`src/rtl/ccd_timing_pkg.sv`:
```
// Shared definitions for the CCD vertical timing block.
// Contents: the FSM state encoding, the XV idle level, the 8-step 4-phase
// transfer pattern table, and the default interval lengths.
package ccd_timing_pkg;

  typedef enum logic [2:0] {
    ST_IDLE,
    ST_XSG_PRE,
    ST_XSG_ACT,
    ST_XSG_POST,
    ST_LINE_WAIT,
    ST_VSHIFT
  } state_t;

  localparam logic [3:0] XV_IDLE = 4'b1100;

  // Element 0 is the rightmost entry, so the table reads step 7 down to step 0.
  localparam logic [7:0][3:0] XV_PAT = {
    4'b1101, 4'b1001, 4'b1011, 4'b0011,
    4'b0111, 4'b0110, 4'b1110, 4'b1100
  };

  localparam int XV_STEP_DEF   = 4;
  localparam int XSG_WIDTH_DEF = 16;
  localparam int XSG_GUARD_DEF = 8;
  localparam int OFD_WIDTH_DEF = 32;

  function automatic int max3(input int a, input int b, input int c);
    int m;
    m = (a > b) ? a : b;
    return (m > c) ? m : c;
  endfunction

endpackage

```
`src/rtl/ccd_ofd_pulse.sv`:
```
// Trigger-to-fixed-width pulse generator for the overflow-drain shutter.
// Ports: clk, reset (sync, active high), trig (one-clock request),
//        pulse (high for exactly WIDTH clocks starting the clock after trig).
// Triggers that arrive while a pulse is running are ignored.
module ccd_ofd_pulse
  import ccd_timing_pkg::*;
#(
  parameter int WIDTH = OFD_WIDTH_DEF
) (
  input  logic clk,
  input  logic reset,
  input  logic trig,
  output logic pulse
);

  localparam int CW = (WIDTH > 1) ? $clog2(WIDTH) : 1;

  logic [CW-1:0] cnt;

  always_ff @(posedge clk) begin
    if (reset) begin
      pulse <= 1'b0;
      cnt   <= '0;
    end else if (!pulse) begin
      if (trig) begin
        pulse <= 1'b1;
        cnt   <= '0;
      end
    end else if (cnt == CW'(WIDTH - 1)) begin
      pulse <= 1'b0;
    end else begin
      cnt <= cnt + 1'b1;
    end
  end

endmodule

```
`src/rtl/ccd_vtiming_gen.sv`:
```
// CCD vertical timing generator: per frame an XSG readout pulse framed by
// XV hold guards, then one 4-phase vertical transfer per accepted line strobe.
// Ports:
//   clk, reset          clock, synchronous active-high reset
//   i_frame_start       starts a frame (accepted only when idle)
//   i_line_start        per-line strobe (accepted only in LINE_WAIT)
//   iv_line_num         lines this frame, latched on frame acceptance
//   i_ofd_trig          shutter pulse request
//   ov_xv, o_xsg, o_ofd vertical driver outputs (o_xsg active low)
//   o_busy, ov_line_cnt, o_line_err  status
// Optional: define CCD_OFD_EN to build the OFD shutter pulse; otherwise
// o_ofd is tied low and i_ofd_trig is unused.
module ccd_vtiming_gen
  import ccd_timing_pkg::*;
#(
  parameter int XV_STEP   = XV_STEP_DEF,
  parameter int XSG_WIDTH = XSG_WIDTH_DEF,
  parameter int XSG_GUARD = XSG_GUARD_DEF,
  parameter int OFD_WIDTH = OFD_WIDTH_DEF,
  parameter int LINE_W    = 12
) (
  input  logic              clk,
  input  logic              reset,
  input  logic              i_frame_start,
  input  logic              i_line_start,
  input  logic [LINE_W-1:0] iv_line_num,
  input  logic              i_ofd_trig,
  output logic [3:0]        ov_xv,
  output logic              o_xsg,
  output logic              o_ofd,
  output logic              o_busy,
  output logic [LINE_W-1:0] ov_line_cnt,
  output logic              o_line_err
);

  localparam int DMAX  = max3(XV_STEP, XSG_WIDTH, XSG_GUARD);
  localparam int DUR_W = (DMAX > 1) ? $clog2(DMAX) : 1;

  state_t            state, n_state;
  logic [DUR_W-1:0]  dur, n_dur;
  logic [2:0]        step, n_step;
  logic [LINE_W-1:0] line_tgt;
  logic              accept, line_inc;
  logic [3:0]        n_xv;
  logic              n_xsg, n_busy, n_err;

  // Saturating increment: the counter can never roll over even if a limit
  // parameter is misconfigured larger than the counter range.
  function automatic logic [DUR_W-1:0] sat_inc(input logic [DUR_W-1:0] v);
    return (v == '1) ? v : v + 1'b1;
  endfunction

  always_comb begin
    n_state  = state;
    n_dur    = dur;
    n_step   = step;
    accept   = 1'b0;
    line_inc = 1'b0;
    case (state)
      ST_IDLE: begin
        if (i_frame_start) begin
          accept  = 1'b1;
          n_state = ST_XSG_PRE;
          n_dur   = '0;
        end
      end
      ST_XSG_PRE: begin
        if (dur == DUR_W'(XSG_GUARD - 1)) begin
          n_state = ST_XSG_ACT;
          n_dur   = '0;
        end else n_dur = sat_inc(dur);
      end
      ST_XSG_ACT: begin
        if (dur == DUR_W'(XSG_WIDTH - 1)) begin
          n_state = ST_XSG_POST;
          n_dur   = '0;
        end else n_dur = sat_inc(dur);
      end
      ST_XSG_POST: begin
        if (dur == DUR_W'(XSG_GUARD - 1)) begin
          n_state = (line_tgt == '0) ? ST_IDLE : ST_LINE_WAIT;
          n_dur   = '0;
        end else n_dur = sat_inc(dur);
      end
      ST_LINE_WAIT: begin
        if (i_line_start) begin
          n_state = ST_VSHIFT;
          n_step  = '0;
          n_dur   = '0;
        end
      end
      ST_VSHIFT: begin
        if (dur == DUR_W'(XV_STEP - 1)) begin
          n_dur = '0;
          if (step == 3'd7) begin
            line_inc = 1'b1;
            n_step   = '0;
            // Compare against the latched target so a full-scale count ends
            // the frame instead of wrapping.
            n_state  = ((ov_line_cnt + 1'b1) == line_tgt) ? ST_IDLE : ST_LINE_WAIT;
          end else n_step = step + 1'b1;
        end else n_dur = sat_inc(dur);
      end
      default: n_state = ST_IDLE;
    endcase

    // Outputs are registered from the next state so they line up with it.
    n_xv   = (n_state == ST_VSHIFT) ? XV_PAT[n_step] : XV_IDLE;
    n_xsg  = (n_state != ST_XSG_ACT);
    n_busy = (n_state != ST_IDLE);
    // A strobe landing on the VSHIFT exit edge is still seen in VSHIFT, so it
    // is dropped and flagged here as well.
    n_err  = i_line_start && (state != ST_IDLE) && (state != ST_LINE_WAIT);
  end

  always_ff @(posedge clk) begin
    if (reset) begin
      state       <= ST_IDLE;
      dur         <= '0;
      step        <= '0;
      line_tgt    <= '0;
      ov_line_cnt <= '0;
      ov_xv       <= XV_IDLE;
      o_xsg       <= 1'b1;
      o_busy      <= 1'b0;
      o_line_err  <= 1'b0;
    end else begin
      state      <= n_state;
      dur        <= n_dur;
      step       <= n_step;
      ov_xv      <= n_xv;
      o_xsg      <= n_xsg;
      o_busy     <= n_busy;
      o_line_err <= n_err;
      if (accept) begin
        line_tgt    <= iv_line_num;
        ov_line_cnt <= '0;
      end else if (line_inc) begin
        ov_line_cnt <= ov_line_cnt + 1'b1;
      end
    end
  end

`ifdef CCD_OFD_EN
  logic ofd_req;
  assign ofd_req = i_ofd_trig && ((state == ST_IDLE) || (state == ST_LINE_WAIT));

  ccd_ofd_pulse #(.WIDTH(OFD_WIDTH)) u_ofd (
    .clk  (clk),
    .reset(reset),
    .trig (ofd_req),
    .pulse(o_ofd)
  );
`else
  logic unused_ofd;
  assign unused_ofd = i_ofd_trig ^ (OFD_WIDTH != 0);
  assign o_ofd      = 1'b0;
`endif

endmodule

```
`config.mk`:
```
export PLATFORM = sky130hd
export DESIGN_NAME = ccd_vtiming_gen
export DESIGN_NICKNAME = d
export VERILOG_FILES = /design/src/rtl/ccd_timing_pkg.sv /design/src/rtl/ccd_ofd_pulse.sv /design/src/rtl/ccd_vtiming_gen.sv
export SDC_FILE = /design/constraint.sdc
export NUM_CORES = 1
export LEC_CHECK = 0
export ABC_CLOCK_PERIOD_IN_PS = 2700
export CORE_MARGIN = 1.5
export CORE_UTILIZATION = 53
export CTS_CLUSTER_DIAMETER = 80
export DETAILED_ROUTE_END_ITERATION = 10
export GPL_ROUTABILITY_DRIVEN = 0
export PLACE_DENSITY = 0.79
export SLEW_MARGIN = 40
export SYNTH_ARGS = -nofsm -noshare
export SYNTH_HDL_FRONTEND = slang
export SYNTH_SLANG_ARGS = --single-unit
```
`constraint.sdc`:
```
create_clock -name clk -period 2.7 [get_ports clk]
set_input_delay 0.54 -clock clk [delete_from_list [all_inputs] [get_ports clk]]
set_output_delay 0.54 -clock clk [all_outputs]
set_load 0.05 [all_outputs]
```
# ---- Word level (Yosys, flattened, before mapping)
# Memory sizes are Yosys's and may differ from the RTL's. A register that Yosys moved wholly into a read port is not among the register bits.
# Index checks and enable logic that the tools add are counted.
dict set report word_totals {
  regBits 37
  rom_bits 32
  input_bits 17
  out_inout_bits 20
  elab_cells 65
  memories 1
}
# memory words word_bits rd rd_clocked_by_memory_dff wr line
set memory_table {}
lappend memory_table {{(no name shown)} 8 4 1 1 0 ccd_vtiming_gen.sv:108} ;# n_xv = (n_state == ST_VSHIFT) ? XV_PAT[n_step] : XV_IDLE;
dict set report classes {
  add_sub_neg 3
  n_eq_ne 15
  n_mux 26
  bitwise_logic 1
  reduce_logical 11
}
# op count
set op_table {}
lappend op_table {{3-bit 2-to-1 mux} 12}
lappend op_table {{4-bit 2-to-1 mux} 6}
lappend op_table {{4-bit case mux with 5 select lines} 1}
lappend op_table {{3-bit case mux with 6 select lines} 1}
lappend op_table {{12-bit by 1-bit adder with 12-bit output, second input constant} 1}
lappend op_table {{12-bit == test} 1}
lappend op_table {{3-bit == test, second input constant} 4}
lappend op_table {{12-bit logical NOT} 1}
lappend op_table {{3-bit by 2-bit == test with 1-bit output, second input constant} 2}
lappend op_table {{3-bit case mux with 2 select lines} 1}
lappend op_table {{3-bit nonzero test} 2}
lappend op_table {{2-bit OR reduction} 3}
lappend op_table {{1-bit 2-to-1 mux} 5}
lappend op_table {{5-bit nonzero test} 1}
lappend op_table {{4-bit by 1-bit adder with 4-bit output, second input constant} 1}
lappend op_table {{4-bit by 2-bit == test with 1-bit output, second input constant} 1}
lappend op_table {{4-bit by 3-bit == test with 1-bit output, second input constant} 1}
lappend op_table {{4-bit == test, second input constant} 1}
lappend op_table {{2-bit != test, second input constant} 2}
lappend op_table {{3-bit by 1-bit adder with 3-bit output, second input constant} 1}
lappend op_table {{3-bit by 1-bit == test with 1-bit output, second input constant} 1}
lappend op_table {{3-bit logical NOT} 1}
lappend op_table {{3-bit by 2-bit != test with 1-bit output, second input constant} 1}
lappend op_table {{3-bit != test, second input constant} 1}
lappend op_table {{other kinds (3)} 4}

# ---- Depth between registers and ports, before layout
# Gate-level depths: netlist of run 1.
dict set report depth {
  word_depth 9
  depth_mapped 8
  mapped_depth_nobuf 7
}

# ---- Least setup slack after synthesis of run 1
# Ideal clock, no wire load.
dict set report synth_path {
  kind {reg2reg}
  from {register ov_line_cnt[0]}
  to {register o_busy}
  setup_time_ns 0.131
  arrival_ns 1.994
  t_required_ns 2.569
  setup_slack_ns 0.576
  path_stages_with_launch 9
  n_path_buf 1
  period_less_slack_ns 2.124
  cell_sequence {dfxtp_1 > ha_1 > clkbuf_8 > nand2b_1 > a21oi_1 > a31oi_1 > a21oi_1 > a2111oi_2 > a31oi_1}
}
dict set report synth_via {
  elab_chain_len 7
}
# element line
set synth_lines {}
lappend synth_lines {{from (decl)} ccd_vtiming_gen.sv:32} ;# output logic [LINE_W-1:0] ov_line_cnt,
lappend synth_lines {{from (signal assigned)} ccd_vtiming_gen.sv:139} ;# ov_line_cnt <= ov_line_cnt + 1'b1;
lappend synth_lines {{12-bit by 1-bit adder with 12-bit output} ccd_vtiming_gen.sv:100} ;# n_state = ((ov_line_cnt + 1'b1) == line_tgt) ? ST_IDLE : ST_LINE_WAIT;
lappend synth_lines {{12-bit == test} ccd_vtiming_gen.sv:100}
lappend synth_lines {{3-bit 2-to-1 mux} ccd_vtiming_gen.sv:100}
lappend synth_lines {{3-bit 2-to-1 mux} ccd_vtiming_gen.sv:95} ;# if (step == 3'd7) begin
lappend synth_lines {{3-bit 2-to-1 mux} ccd_vtiming_gen.sv:93} ;# if (dur == DUR_W'(XV_STEP - 1)) begin
lappend synth_lines {{3-bit case mux with 6 select lines} ccd_vtiming_gen.sv:59} ;# case (state)
lappend synth_lines {{3-bit nonzero test} ccd_vtiming_gen.sv:110} ;# n_busy = (n_state != ST_IDLE);
lappend synth_lines {{to (signal assigned)} ccd_vtiming_gen.sv:133} ;# o_busy <= n_busy;
lappend synth_lines {{to (decl)} ccd_vtiming_gen.sv:31} ;# output logic o_busy,
# No other way between the ends.
# A chain may end at the register's enable or synchronous reset.

# ---- Final worst setup path of run 1
dict set report layout_path {
  from {register dur[0]}
  to {register o_busy}
}
dict set report layout_via {
  elab_chain_len 4
  elab_cells_between_ends 9
  classes_between {eq/ne (3); mux (5); reduce/logical (1)}
}
# element line
set layout_lines {}
lappend layout_lines {{from (decl)} ccd_vtiming_gen.sv:40} ;# logic [DUR_W-1:0] dur, n_dur;
lappend layout_lines {{from (signal assigned)} ccd_vtiming_gen.sv:129} ;# dur <= n_dur;
lappend layout_lines {{4-bit by 2-bit == test with 1-bit output (tied with other cells)} ccd_vtiming_gen.sv:93}
lappend layout_lines {{3-bit 2-to-1 mux, on equally long branches} n/a}
lappend layout_lines {{3-bit case mux with 6 select lines (*)} ccd_vtiming_gen.sv:59}
lappend layout_lines {{3-bit nonzero test (*)} ccd_vtiming_gen.sv:110}
# Every way passes the cells marked *; elsewhere a longest branch is shown, timed or not.

==> key figures, run 1 <==
Drt
  • Max layer used: met4
  • Antenna viol nets, final: 0
  • Met3 routed WL: 273 um
  • Routed WL: 4790 um
  • DR vias: 2,044
  • Met2 WL post-DR: 2110 um
  • Avg WL per Cell: 13.5 um
  • Drt drc: 0
  • Met1 WL: 2320 um
  • DR iter-0 viols: 116
  • Vias/cell: 5.76
  • Drt first pass iters: 4

Power
  • Pwr dens: 497 mW/mm^2
  • Peak supply drop: 0.000321 V
  • Leak: 0.971 nW

CTS
  • TritonCTS clock tree: done
  • Clk_lat worst skew: 0.29 ns
  • Reg clk slew, reported paths: 0.08 ns
  • CTS Hold Bufs: 0
  • Post_cts resized: 0
  • Root buf cell: clkbuf_8
  • Clk buf depth: 2
  • # Post-CTS Setup Buffers: 0
  • CTS buffer count: 5
  • Clk sink count: 41
  • H-tree Lvls: 2

Setup path
  • Setup crit end kind: flip-flop
  • WP data required: 2.87 ns
  • CP startpoint kind: flip-flop
  • Crit Path Class: reg -> reg
  • WP data arrival: 2.42 ns
  • Worst-path fanout max: 10

Yosys
  • Top_reg_cell synth: dfxtp_1
  • EDFF count, synth: 0
  • Ys Warns: 0
  • Syn Nets: 298
  • Distinct cell type count after synthesis: 55
  • Yosys reg bits: 41
  • Cell count after synthesis: 276
  • Post-synth ARST share: 0
  • Post-synthesis sequential area ratio: 0.356
  • Post-Syn Area: 0.00231 mm^2
  • Synthesized area per cell: 8.36 um^2

STA
  • Final setup viols: 0
  • Slew Limit Headroom: 0.595
  • Final hold vios: 0
  • Unrepaired setup endpoints after global routing: false
  • Minimum clock period: 2.24 ns
  • Max Clock Freq: 0.446 GHz
  • Final worst-path cycle share: 0.831
  • Clk_skew: 0.00309 ns
  • Slew @ Worst Pin: 0.606 ns
  • Slew Limit Fails: 0
  • Fin Hold WS: 0.494 ns
  • Final setup TNS: 0 ns

Placement
  • HPWL reported at the end of detailed placement: 3470 um
  • PortBufs: 34
  • DP Area: 0.00261 mm^2
  • DP Cell Count: 347

Die
  • Die Span X: 69.0 um
  • I/O pins: 37
  • DIE HEIGHT: 69.0 um
  • Die ar.: 0.00476 mm^2
  • Core area: 0.00409 mm^2
  • Initial core utilization: 0.565
  • Core Rows: 23

GRT
  • Total grt overflow: 0
  • Total Routing Usage GR: 0.224
  • Initial antenna violation count: 0
  • Global-route wire length before repair: 7940 um
  • Largest net degree at the start of global routing: 16
  • Vias in the first global route: 1,791

Job
  • Maxcap violations: 0

Finish
  • Nets: 326
  • Synthesis-to-layout area growth: 19.0%
  • Fillers: 353
  • Fin area: 0.00275 mm^2
  • Share of layout cells above drive strength 1: 0.0721
  • Non-Filler Instances: 355
  • Register Area: 821 um^2
  • Area of the multi-input gates: 0.00135 mm^2
  • N_diodes: 0

Min path
  • Hold Path Class: reg -> reg

Run status
  • Outcome: complete, no violations
[cells in the final DEF, fill, tap and decap left out, drive strengths merged, types with 3 or more instances in the layout]
| cell | instances |
|---|---|
| nor2b | 4 |
| nand4 | 3 |
| a22o | 7 |
| nor4 | 3 |
| xor2 | 14 |
| clkdlybuf4s50 | 34 |
| nand2b | 3 |
| buf | 3 |
| or3 | 3 |
| a31oi | 3 |
| xnor2 | 10 |
| nor3 | 10 |
| nand3 | 12 |
| a311oi | 3 |
| a22oi | 3 |
| a21oi | 27 |
| clkbuf | 5 |
| o21ai | 9 |
| nand2 | 38 |
| dfxtp | 41 |
| inv | 5 |
| nand3b | 3 |
| a221oi | 3 |
| ha | 5 |
| nor3b | 3 |
| nor2 | 24 |
[cell type report]
| cell class | count | share of cell area |
|---|---|---|
| clock inverter | 3 | 0.0237 |
| inverter | 5 | 0.00683 |
| sequential | 41 | 0.299 |
| timing repair buffer | 37 | 0.132 |
| clock buffer | 5 | 0.0251 |
| tap | 50 | 0.0228 |
| multi-input combinational | 214 | 0.491 |
[cells by family (layout without fill, tap and decap cells)]
kind of cell	Yosys count	count (layout)	synth area share
AND/OR/NAND/NOR	117	117	0.258
XOR/XNOR	24	24	0.0911
flip-flops	41	41	0.356
other	1	1	0.00163
adder cells (fa/ha/maj)	5	5	0.0271
multiplexers	2	2	0.00868
buffers and inverters	21	50	0.0629
AO/OA/AOI/OAI	65	65	0.195
[stage by stage]
stage / power, mW / util / setup slack [ns]
final: 1.37 / 0.672 / 0.456
after global placement: 0.794 / 0.639 / 0.511
after floorplan: 0.751 / - / 0.576
after global routing: 1.42 / 0.672 / 0.291
after detailed placement: 0.797 / 0.639 / 0.478
after CTS: 1.37 / 0.672 / 0.459
[critical path, cell delays in order (launching register included)]
cell and delay (ns):
dfxtp_1 0.37, ha_1 0.36, nor3b_4 0.28, nand2_2 0.12, a2111oi_4 0.34, o2111ai_1 0.19, a2111oi_2 0.33, a31oi_1 0.13
[flip-flops by register name, indices dropped and copies added (netlist names)]
name,flops
ov_line_cnt,12
o_busy,1
line_tgt,12
dur,4
ov_xv,4
step,3
o_xsg,1
state,3
o_line_err,1
[layer usage]
metal / track usage / vias up
met5: 0 / -
met3: 0.0519 / 8
met2: 0.352 / 61
li1: - / 1038
met4: 0.0735 / 0
met1: 0.303 / 937
[final timing paths]
| path | depth (start not counted) | slack, ns | startpoint | to |
|---|---|---|---|---|
| worst max-delay path | 7 | 0.46 | dur[0] | o_busy |
| worst min-delay path | 2 | 0.49 | line_tgt[0] | line_tgt[0] |
| worst max register to register | 7 | 0.46 | dur[0] | o_busy |
| worst min register to register | 2 | 0.49 | line_tgt[0] | line_tgt[0] |
[power by group]
group          leakage (nW)  internal, mW  switching [mW]
registers             0.333         0.621          0.0199
logic                 0.570        0.0656          0.0789
clock network        0.0681         0.367           0.213
[cells in the mapped netlist (7+ instances only)]
library cell	n	area, um^2
xor2_1	14	123
nor2_1	24	90.1
dfxtp_1	41	821
nand3_1	12	60.1
nand2_1	37	139
o21ai_0	8	40.0
a21oi_1	27	135
a22o_1	7	61.3
xnor2_1	10	87.6
nor3_1	10	50.1
Note: power is estimated with default switching activity, not from simulation.
==> inputs of run 2 (changes only) <==
- ABC_CLOCK_PERIOD_IN_PS: 2700 -> 2300
- clock period: 2.7 -> 2.3 ns (I/O delays scaled with it)
==> key figures, run 2 (synthesis gave the netlist of run 1 again) <==
Run status
  • Outcome: complete, no violations

Drt
  • Routed WL: 5060 um (+5.8%)
  • Drt first pass iters: 4 (unchanged)
  • Antenna viol nets, final: 0 (unchanged)
  • Drt drc: 0 (unchanged)
  • Vias/cell: 5.73 (-0.43%)
  • Avg WL per Cell: 14.0 um (+3.5%)
  • DR iter-0 viols: 140 (+21%)
  • DR vias: 2,081 (+1.8%)

Setup path
  • CP top delay family: buffers and inverters
  • CP startpoint kind: flip-flop
  • Worst path buffer plus inverter count: 1 (+1)
  • Worst-path fanout max: 9 (-1)
  • FF-to-FF End: o_busy
  • Slowest CP cell: clkdlybuf4s50_1
  • Setup crit end kind: primary output
  • Reg2Reg Depth: 7 (unchanged)
  • WP data required: 1.84 ns (-1.03 ns)
  • Worst R2R Setup Slack: 0.19 ns (-0.27 ns)
  • WP data arrival: 1.66 ns (-0.76 ns)
  • Crit Path Class: reg -> out
  • R2R Path Start: dur[0]
  • CP Cell Sequence: clkdlybuf4s50_1
  • Critical path's largest stage delay: 0.87 ns (+0.50 ns)

Placement
  • Post-place setup slack: 0.211 ns (-0.268 ns)
  • DP Cell Count: 355 (+2.3%)
  • HPWL reported at the end of detailed placement: 3730 um (+7.3%)
  • PortBufs: 34 (unchanged)

STA
  • Minimum clock period: 2.12 ns
  • Slew Limit Fails: 0 (unchanged)
  • Max Clock Freq: 0.471 GHz
  • Final worst-path cycle share: 0.923
  • Fin Hold WS: 0.493 ns (-0.00113 ns)
  • Final hold vios: 0 (unchanged)
  • Slew Limit Headroom: 0.638 (+0.0430)
  • Setup ws final: 0.177 ns (-0.279 ns)
  • Unrepaired setup endpoints after global routing: false
  • Clk_skew: 0.00349 ns (+0.000404 ns)
  • Slew @ Worst Pin: 0.542 ns (-0.0639 ns)
  • Final setup viols: 0 (unchanged)
  • Final setup TNS: 0 ns (unchanged)

CTS
  • H-tree Lvls: 2 (unchanged)
  • Post_cts resized: 0 (unchanged)
  • TritonCTS clock tree: done
  • Root buf cell: clkbuf_8
  • CTS buffer count: 5 (unchanged)
  • Clk sink count: 41 (unchanged)
  • Reg clk slew, reported paths: 0.08 ns (about the same)
  • Clk buf depth: 2 (unchanged)
  • CTS Hold Bufs: 0 (unchanged)
  • Clk_lat worst skew: 0.30 ns (about the same)
  • # Post-CTS Setup Buffers: 0 (unchanged)

Finish
  • Share of layout cells above drive strength 1: 0.0958 (+0.0237)
  • N_diodes: 0 (unchanged)
  • Most frequent cells in the layout: 41 x dfxtp_1, 37 x nand2_1, 34 x clkdlybuf4s50_1
  • Commonest non-fill, non-tap cell in the layout: dfxtp_1
  • Leading registers by flop count: line_tgt: 12 flops, ov_line_cnt: 12 flops
  • Nets: 334 (+2.5%)
  • Non-Filler Instances: 363 (+2.3%)
  • Synthesis-to-layout area growth: 20.2%

Die
  • Core Rows: 23 (unchanged)
  • Core area: 0.00409 mm^2 (unchanged)
  • I/O pins: 37 (unchanged)
  • Die Span X: 69.0 um (unchanged)
  • Die ar.: 0.00476 mm^2 (unchanged)
  • Initial core utilization: 0.565 (unchanged)
  • DIE HEIGHT: 69.0 um (unchanged)

Min path
  • Number of cells on the worst hold path: 2 (unchanged)
  • Hold Path Class: reg -> reg
  • Min-delay src: line_tgt[5]
  • Hold EP: line_tgt[5]

Power
  • Peak supply drop: 0.000411 V (+28%)
  • Leak: 0.998 nW (+2.8%)
  • Pwr dens: 523 mW/mm^2 (+5.2%)

GRT
  • M1 GR Usage: 0.311 (+0.00774)
  • Total Routing Usage GR: 0.230 (+0.00615)
  • Vias in the first global route: 1,721 (-3.9%)
  • Global-route wire length before repair: 8090 um (+1.9%)
  • Met3 Track Usage GR: 0.0503 (-0.00162)
  • Top Usage Layer GRT: met2
  • Initial antenna violation count: 0 (unchanged)
  • Total grt overflow: 0 (unchanged)
  • Met2 usage in global routing: 0.350 (-0.00240)
  • Largest net degree at the start of global routing: 15 (-1)

Job
  • Maxcap violations: 0 (unchanged)
==> run 2: cell types whose count changed in the layout (fill, tap and decap cells not counted), sizes merged <==
cell,change
clkbuf,+2
bufinv,-2
buf,+8
==> run 2: per-layer routing <==
metal	up-vias	wire length, um	part of all wire
li1	1051	-	-
met1	953	2410	0.48
met2	69	2300	0.45
met3	8	272	0.054
met4	0	87	0.017
met5	-	0	0
==> run 2: cell type report <==
class	instances	area [um^2]
Fill cell	348	1310
Timing Repair Buffer	45	423
Tap cell	50	62.6
Clock inverter	1	5.00
Inverter	5	18.8
Sequential cell	41	821
Multi-Input combinational cell	214	1350
Clock buffer	7	96.3
==> run 2: stage by stage <==
step / cell area (um^2) / util / power (mW)
5_1_grt: 2770 / 0.679 / 1.51
2_1_floorplan: 2310 / - / 0.882
3_3_place_gp: 2670 / 0.654 / 0.939
4_1_cts: 2770 / 0.679 / 1.46
6_report: 2770 / 0.679 / 1.45
3_5_place_dp: 2670 / 0.654 / 0.944
==> run 2: power by group <==
| part | total, mW | internal (mW) | switching, mW |
|---|---|---|---|
| Combinational | 0.178 | 0.0816 | 0.0965 |
| Sequential | 0.752 | 0.729 | 0.0225 |
| Clock | 0.522 | 0.271 | 0.251 |
| Total | 1.45 | 1.08 | 0.370 |
==> run 2: how the worst max path moves through the flow <==
stage / to / slack (ns) / start / cells past startpoint
finish: ov_line_cnt[9] / 0.18 / ov_line_cnt[9] / 1
floorplan: o_busy / 0.18 / ov_line_cnt[0] / 8
CTS: ov_line_cnt[9] / 0.18 / ov_line_cnt[9] / 1
detailed placement: o_busy / 0.21 / dur[0] / 7
global placement: o_busy / 0.25 / dur[0] / 7
global route: o_busy / 0.07 / dur[0] / 7
==> inputs of run 3 (changes only) <==
- CORE_UTILIZATION: 53 -> 55
- CTS_BUF_LIST: default -> sky130_fd_sc_hd__clkbuf_2
- PLACE_DENSITY: 0.79 -> 0.82
==> key figures, run 3 (synthesis gave the netlist of run 1 again) <==
Run status
  • Outcome: complete, no violations

GRT
  • Largest net degree at the start of global routing: 13 (-2)
  • Total grt overflow: 0 (unchanged)
  • Total Routing Usage GR: 0.243 (+0.0123)
  • Initial antenna violation count: 0 (unchanged)
  • Global-route wire length before repair: 8370 um (+3.4%)
  • Vias in the first global route: 1,833 (+6.5%)

Setup path
  • Worst path buffer plus inverter count: 1 (unchanged)
  • Slowest CP cell: clkdlybuf4s50_1
  • WP data arrival: 1.75 ns (+0.09 ns)
  • Crit Path Class: reg -> out
  • Critical path's largest stage delay: 0.85 ns (-0.02 ns)
  • CP startpoint kind: flip-flop
  • Worst-path fanout max: 7 (-2)
  • Setup crit end kind: primary output
  • CP Cell Sequence: clkdlybuf4s50_1
  • WP data required: 1.84 ns (about the same)
  • CP top delay family: buffers and inverters

CTS
  • Clk_lat worst skew: 0.41 ns (+0.11 ns)
  • Root buf cell: clkbuf_2
  • CTS buffer count: 5 (unchanged)
  • CTS Hold Bufs: 0 (unchanged)
  • TritonCTS clock tree: done
  • H-tree Lvls: 2 (unchanged)
  • Reg clk slew, reported paths: 0.19 ns (+0.11 ns)
  • Clk buf depth: 2 (unchanged)
  • Clk sink count: 41 (unchanged)

Finish
  • Commonest non-fill, non-tap cell in the layout: dfxtp_1
  • Most frequent cells in the layout: 41 x dfxtp_1, 37 x nand2_1, 28 x clkdlybuf4s50_1
  • Synthesis-to-layout area growth: 19.7%
  • N_diodes: 0 (unchanged)
  • Share of layout cells above drive strength 1: 0.0984 (+0.00257)
  • Leading registers by flop count: line_tgt: 12 flops, ov_line_cnt: 12 flops
  • Nets: 336 (+0.60%)
  • Non-Filler Instances: 365 (+0.55%)
  • Fin area: 0.00276 mm^2 (-0.41%)

STA
  • Clk_skew: 0.00599 ns (+0.00250 ns)
  • Fin Hold WS: 0.501 ns (+0.00833 ns)
  • Final setup viols: 0 (unchanged)
  • Slew Limit Headroom: 0.660 (+0.0223)
  • Final setup TNS: 0 ns (unchanged)
  • Setup ws final: 0.0947 ns (-0.0818 ns)
  • Max Clock Freq: 0.453 GHz (-3.7%)
  • Slew Limit Fails: 0 (unchanged)
  • Minimum clock period: 2.21 ns (+0.0818 ns)
  • Final worst-path cycle share: 0.959 (+0.0356)
  • Slew @ Worst Pin: 0.505 ns (-0.0371 ns)
  • Final hold vios: 0 (unchanged)
  • Unrepaired setup endpoints after global routing: false

Die
  • Initial core utilization: 0.573 (+0.00807)
  • I/O pins: 37 (unchanged)
  • DIE HEIGHT: 67.8 um (-1.8%)
  • Core area: 0.00403 mm^2 (-1.4%)
  • Core Rows: 23 (unchanged)
  • Die Span X: 67.8 um (-1.8%)
  • Die ar.: 0.00459 mm^2 (-3.5%)

Power
  • Sw frac: 0.264 (+0.00913)
  • Pwr dens: 492 mW/mm^2 (-5.9%)
  • Reg power frac: 0.554 (+0.036)
  • Sw Pwr: 359 uW (-2.9%)
  • Logic pwr share: 0.133 (+0.010)
  • Peak supply drop: 0.000288 V (-30%)
  • Int Pwr: 1.00 mW (-7.4%)
  • Leak: 1.09 nW (+9.5%)
  • Clock group share of total power: 0.313 (-0.047)

Drt
  • DR vias: 2,045 (-1.7%)
  • Routed WL: 5150 um (+1.7%)
  • Avg WL per Cell: 14.1 um (+1.1%)
  • Antenna viol nets, final: 0 (unchanged)
  • Vias/cell: 5.60 (-2.3%)
  • Drt drc: 0 (unchanged)
  • DR iter-0 viols: 200 (+43%)
  • Drt first pass iters: 4 (unchanged)

Job
  • Maxcap violations: 0 (unchanged)

Placement
  • DP Cell Count: 357 (+0.56%)
  • PortBufs: 34 (unchanged)
  • DP Area: 0.00269 mm^2 (+0.56%)
  • HPWL reported at the end of detailed placement: 3740 um (+0.33%)
  • Post-place setup slack: 0.210 ns (-0.000356 ns)

Min path
  • Hold Path Class: reg -> reg
-- run 3: cell count changes in the layout (fill, tap and decap cells not counted), sizes merged --
cell,before,now
dlygate4sd2,0,1
bufinv,0,1
clkbuf,7,6
clkdlybuf4s50,34,28
buf,11,13
dlymetal6s2s,0,5
-- run 3: metrics by stage --
step	utilization	total power [mW]
global placement	0.667	0.943
CTS	0.683	1.37
finish	0.686	1.36
detailed placement	0.667	0.946
floorplan	-	0.882
global route	0.686	1.42
-- run 3: repair_timing --
| action | 4_1_cts | 5_1_grt |
|---|---|---|
| setup buffers | 0 | 0 |
| resized for setup | 1 | 5 |
| setup endpoints to repair | 1 | 5 |
-- run 3: cell type report --
cell class	count	area, um^2
multi-input combinational	214	1350
fill	339	1270
sequential	41	821
timing repair buffer	47	449
tap	50	62.6
clock inverter	2	33.8
clock buffer	6	30.0
inverter	5	18.8
-- run 3: path summary, 6_finish.rpt --
kind / from / end / slack [ns] / depth (start not counted)
setup reg to reg: dur[0] / o_busy / 0.17 / 7
hold reg to reg: line_tgt[0] / line_tgt[0] / 0.50 / 2
hold / removal: line_tgt[0] / line_tgt[0] / 0.50 / 2
setup / recovery: ov_line_cnt[3] / ov_line_cnt[3] / 0.09 / 1
-- run 3: power by group through the flow --
| stage | sequential, mW | combinational, mW | clock, mW |
|---|---|---|---|
| floorplan | 0.767 | 0.115 | 0 |
| global placement | 0.767 | 0.176 | 0 |
| detailed placement | 0.768 | 0.179 | 0 |
| CTS | 0.754 | 0.180 | 0.435 |
| global route | 0.757 | 0.199 | 0.467 |
| finish | 0.754 | 0.181 | 0.426 |
-- run 3: worst reg2reg max path: cells and delay by family (launching register included) --
family | cells | cell delay (ns)
and+or+nand+nor | 2 | 0.38
AOI/OAI and AO/OA | 4 | 0.98
adders and majority gates | 1 | 0.26
DFF | 1 | 0.42
-- run 3: routing by layer --
layer	routed length (um)	track usage	share of wire	vias up
met2	2430	0.370	0.47	53
met3	227	0.0500	0.044	5
li1	-	-	-	1052
met1	2430	0.330	0.47	935
met4	70	0.108	0.014	0
met5	0	0	0	-
==> RTL change, RTL diff (config.mk and constraints of run 1) <==
Register the output `ov_line_cnt` once more, cleared by the reset; this adds one clock of latency there. The other outputs are not delayed to match.
--- a/src/rtl/ccd_vtiming_gen.sv
+++ b/src/rtl/ccd_vtiming_gen.sv
@@ -35,6 +35,8 @@
 
   localparam int DMAX  = max3(XV_STEP, XSG_WIDTH, XSG_GUARD);
   localparam int DUR_W = (DMAX > 1) ? $clog2(DMAX) : 1;
+
+  logic [LINE_W-1:0] ov_line_cnt_s0;
 
   state_t            state, n_state;
   logic [DUR_W-1:0]  dur, n_dur;
@@ -97,7 +99,7 @@
             n_step   = '0;
             // Compare against the latched target so a full-scale count ends
             // the frame instead of wrapping.
-            n_state  = ((ov_line_cnt + 1'b1) == line_tgt) ? ST_IDLE : ST_LINE_WAIT;
+            n_state  = ((ov_line_cnt_s0 + 1'b1) == line_tgt) ? ST_IDLE : ST_LINE_WAIT;
           end else n_step = step + 1'b1;
         end else n_dur = sat_inc(dur);
       end
@@ -119,7 +121,7 @@
       dur         <= '0;
       step        <= '0;
       line_tgt    <= '0;
-      ov_line_cnt <= '0;
+      ov_line_cnt_s0 <= '0;
       ov_xv       <= XV_IDLE;
       o_xsg       <= 1'b1;
       o_busy      <= 1'b0;
@@ -134,9 +136,9 @@
       o_line_err <= n_err;
       if (accept) begin
         line_tgt    <= iv_line_num;
-        ov_line_cnt <= '0;
+        ov_line_cnt_s0 <= '0;
       end else if (line_inc) begin
-        ov_line_cnt <= ov_line_cnt + 1'b1;
+        ov_line_cnt_s0 <= ov_line_cnt_s0 + 1'b1;
       end
     end
   end
@@ -157,5 +159,13 @@
   assign o_ofd      = 1'b0;
 `endif
 
+  always_ff @(posedge clk) begin
+    if (reset) begin
+      ov_line_cnt <= '0;
+    end else begin
+      ov_line_cnt <= ov_line_cnt_s0;
+    end
+  end
+
 endmodule
 
Formal check against the unedited RTL: same outputs for any inputs over 10 cycles, from zero or initial values and one cycle with reset high; that may be too few to reach the edited logic, so the function may still have changed.
==> RTL change against run 1 <==
Clock skew is 5.5 ps higher. Sequential power increased by 27%. Via count grew 3.9%. Largest power group unchanged. Setup slack lost 120 ps. Design area grew 8.6%. Wire length rose by 2.3%. Hold slack worse by 6.1 ps. Clock power fell by 24%. Sequential cell count up 12. Non-clock buffer count is the same. Power rose by 0.33%. Combinational power is 17% lower. Count of clock-buffer cells in the layout did not move. Synthesized area increased by 11%.
==> RTL change: results (changes against run 1) <==
stage,metric,value,unit,change
finish,reg_top3,"line_tgt (12), ov_line_cnt (12), ov_line_cnt_s0 (12)",,
cts,clock_latency,300,ps,
grt,grt_pass1_vias,1882,,+5.1%
cts,postCtsHoldBufs,0,,unchanged
sta,slew_violations,0,,unchanged
routing,wl_met1,2400,microns,+3.5%
cts,clockBufferDepth,2,,unchanged
synthesis,synth_commonest_cells,"dfxtp_1 (53), nand2_1 (38), nor2_1 (31)",,
grt,use_met3,4.17,%,-1.0 points
finish,final_layout_size_suffix_gt1_share,5.15,%,-2.1 points
run_status,status,"finished, final reports clean",,
placed_design,port_buffers,34,,unchanged
worst_setup_path,cp_top_family,simple AND/OR/NAND/NOR gates,,
grt,track_usage,20.2,%,-2.2 points
sta,final.setup_skew,8.61,ps,+5.53 ps
cts,cts_max_level,2,,unchanged
finish,final.fill_count,402,,+14%
routing,firstDrtPassIters,4,,unchanged
min_path,hp-class,flip-flop to flip-flop,,
routing,wl_met2,2260,microns,+6.7%
grt,overflow,0,,unchanged
synthesis,ys_seq_area_share,41.4,%,+5.9 points
cts,cts_resized,0,,unchanged
finish,diodes,0,,unchanged
synthesis,ys.flop_type,dfxtp_1,,
grt,grt_first_pass_wirelength,8440,microns,+6.3%
routing,routed.top_layer,met4,,
routing,wl_per_cell,12.8,microns,-5.4%
worst_setup_path,crit_slowest_cell,or4_1,,
worst_setup_path,cp_max_fo,6,,-4
synthesis,yosysWarnings,0,,unchanged
power,ir_drop,355,uV,+10%
grt,grt_max_degree,37,,+21
cts,post_cts_buffers,0,,unchanged
cts,numCtsBuffers,5,,unchanged
worst_setup_path,critical-path-max-stage-delay,530,ps,+160 ps
sta,slew_headroom,68.4,%,+8.9 points
synthesis,synthTopCellsByArea,"dfxtp_1 (41%), nand2_1 (5.6%), xnor2_1 (5.5%)",,
synthesis,ys_async_sr_fraction,0,%,unchanged
grt,globalRouteMet2Util,32.5,%,-2.7 points
routing,drt-initial-drc-count,109,,-6.0%
cts,cts_root_buffer,clkbuf_8,,
grt,antenna_found_initial,0,,unchanged
synthesis,synth.net_count,326,,+9.4%
placed_design,dpl.hpwl,3600,microns,+3.5%
power,p_leak,1.08,nW,+11%
grt,gr-usage-met1,27.4,%,-2.9 points
finish,finish.net_count,351,,+7.7%
routing,met3RoutedLength,189,microns,-31%
cts,cts.clk_slew.worst_paths,100,ps,+20 ps
routing,viasPerCell,5.53,,-3.9%
synthesis,ys_types,53,,-3.6%
-- RTL change: cell count changes after synthesis, sizes merged, moves of 3 or more --
cell           run 1  this run
a21oi             27        24
a311oi             3         0
clkbuf             9        12
nor3              10         6
nor2b              4        13
xnor2             10        16
a22o               7         0
nor2              24        31
dfxtp             41        53
xor2              14        11
nand3             12        18
a31oi              3         0
-- RTL change: tightest hold or removal path, stage by stage, from the launching register on --
cell     delay, ps
dfxtp_1        340
nand2_1         60
a21oi_1         50
-- RTL change: cell families after synthesis --
logic type      synth area share, %
buf+inv                        4.15
mux                            1.61
other cells                   0.146
fa+ha+maj                      2.44
flops                          41.4
xor+xnor                       9.53
simple gates                   28.3
compound gates                 12.4
-- RTL change: final timing paths --
path                startpoint      endpoint  slack, ps  depth (start not counted)
setup reg to reg        dur[0]        o_busy        330                          7
hold reg to reg   line_tgt[10]  line_tgt[10]        490                          2
hold / removal    line_tgt[10]  line_tgt[10]        490                          2
setup / recovery        dur[0]        o_busy        330                          7
-- RTL change: where the power goes --
group | switching, mW | leakage, nW | internal (mW)
Clock | 0.258 | 0.0439 | 0.180
Sequential | 0.0170 | 0.430 | 0.796
Combinational | 0.0634 | 0.607 | 0.0566
-- RTL change: stage by stage --
step / setup slack (ps) / total power [mW] / area (sq um) / cells
after global placement: 433 / 0.949 / 2900 / 376
after detailed placement: 401 / 0.952 / 2900 / 376
after global routing: 216 / 1.42 / 2980 / 384
after CTS: 366 / 1.37 / 2980 / 384
final: 331 / 1.37 / 2980 / 384
after floorplan: 699 / 0.908 / 2560 / 304
-- RTL change: layout make-up --
cell class	count	area [sq um]	share of cell area, %
multi-input combinational	229	1390	46.7
sequential	53	1060	35.6
timing repair buffer	37	363	12.2
clock buffer	5	68.8	2.31
tap	54	67.6	2.27
clock inverter	3	17.5	0.587
inverter	3	11.3	0.378
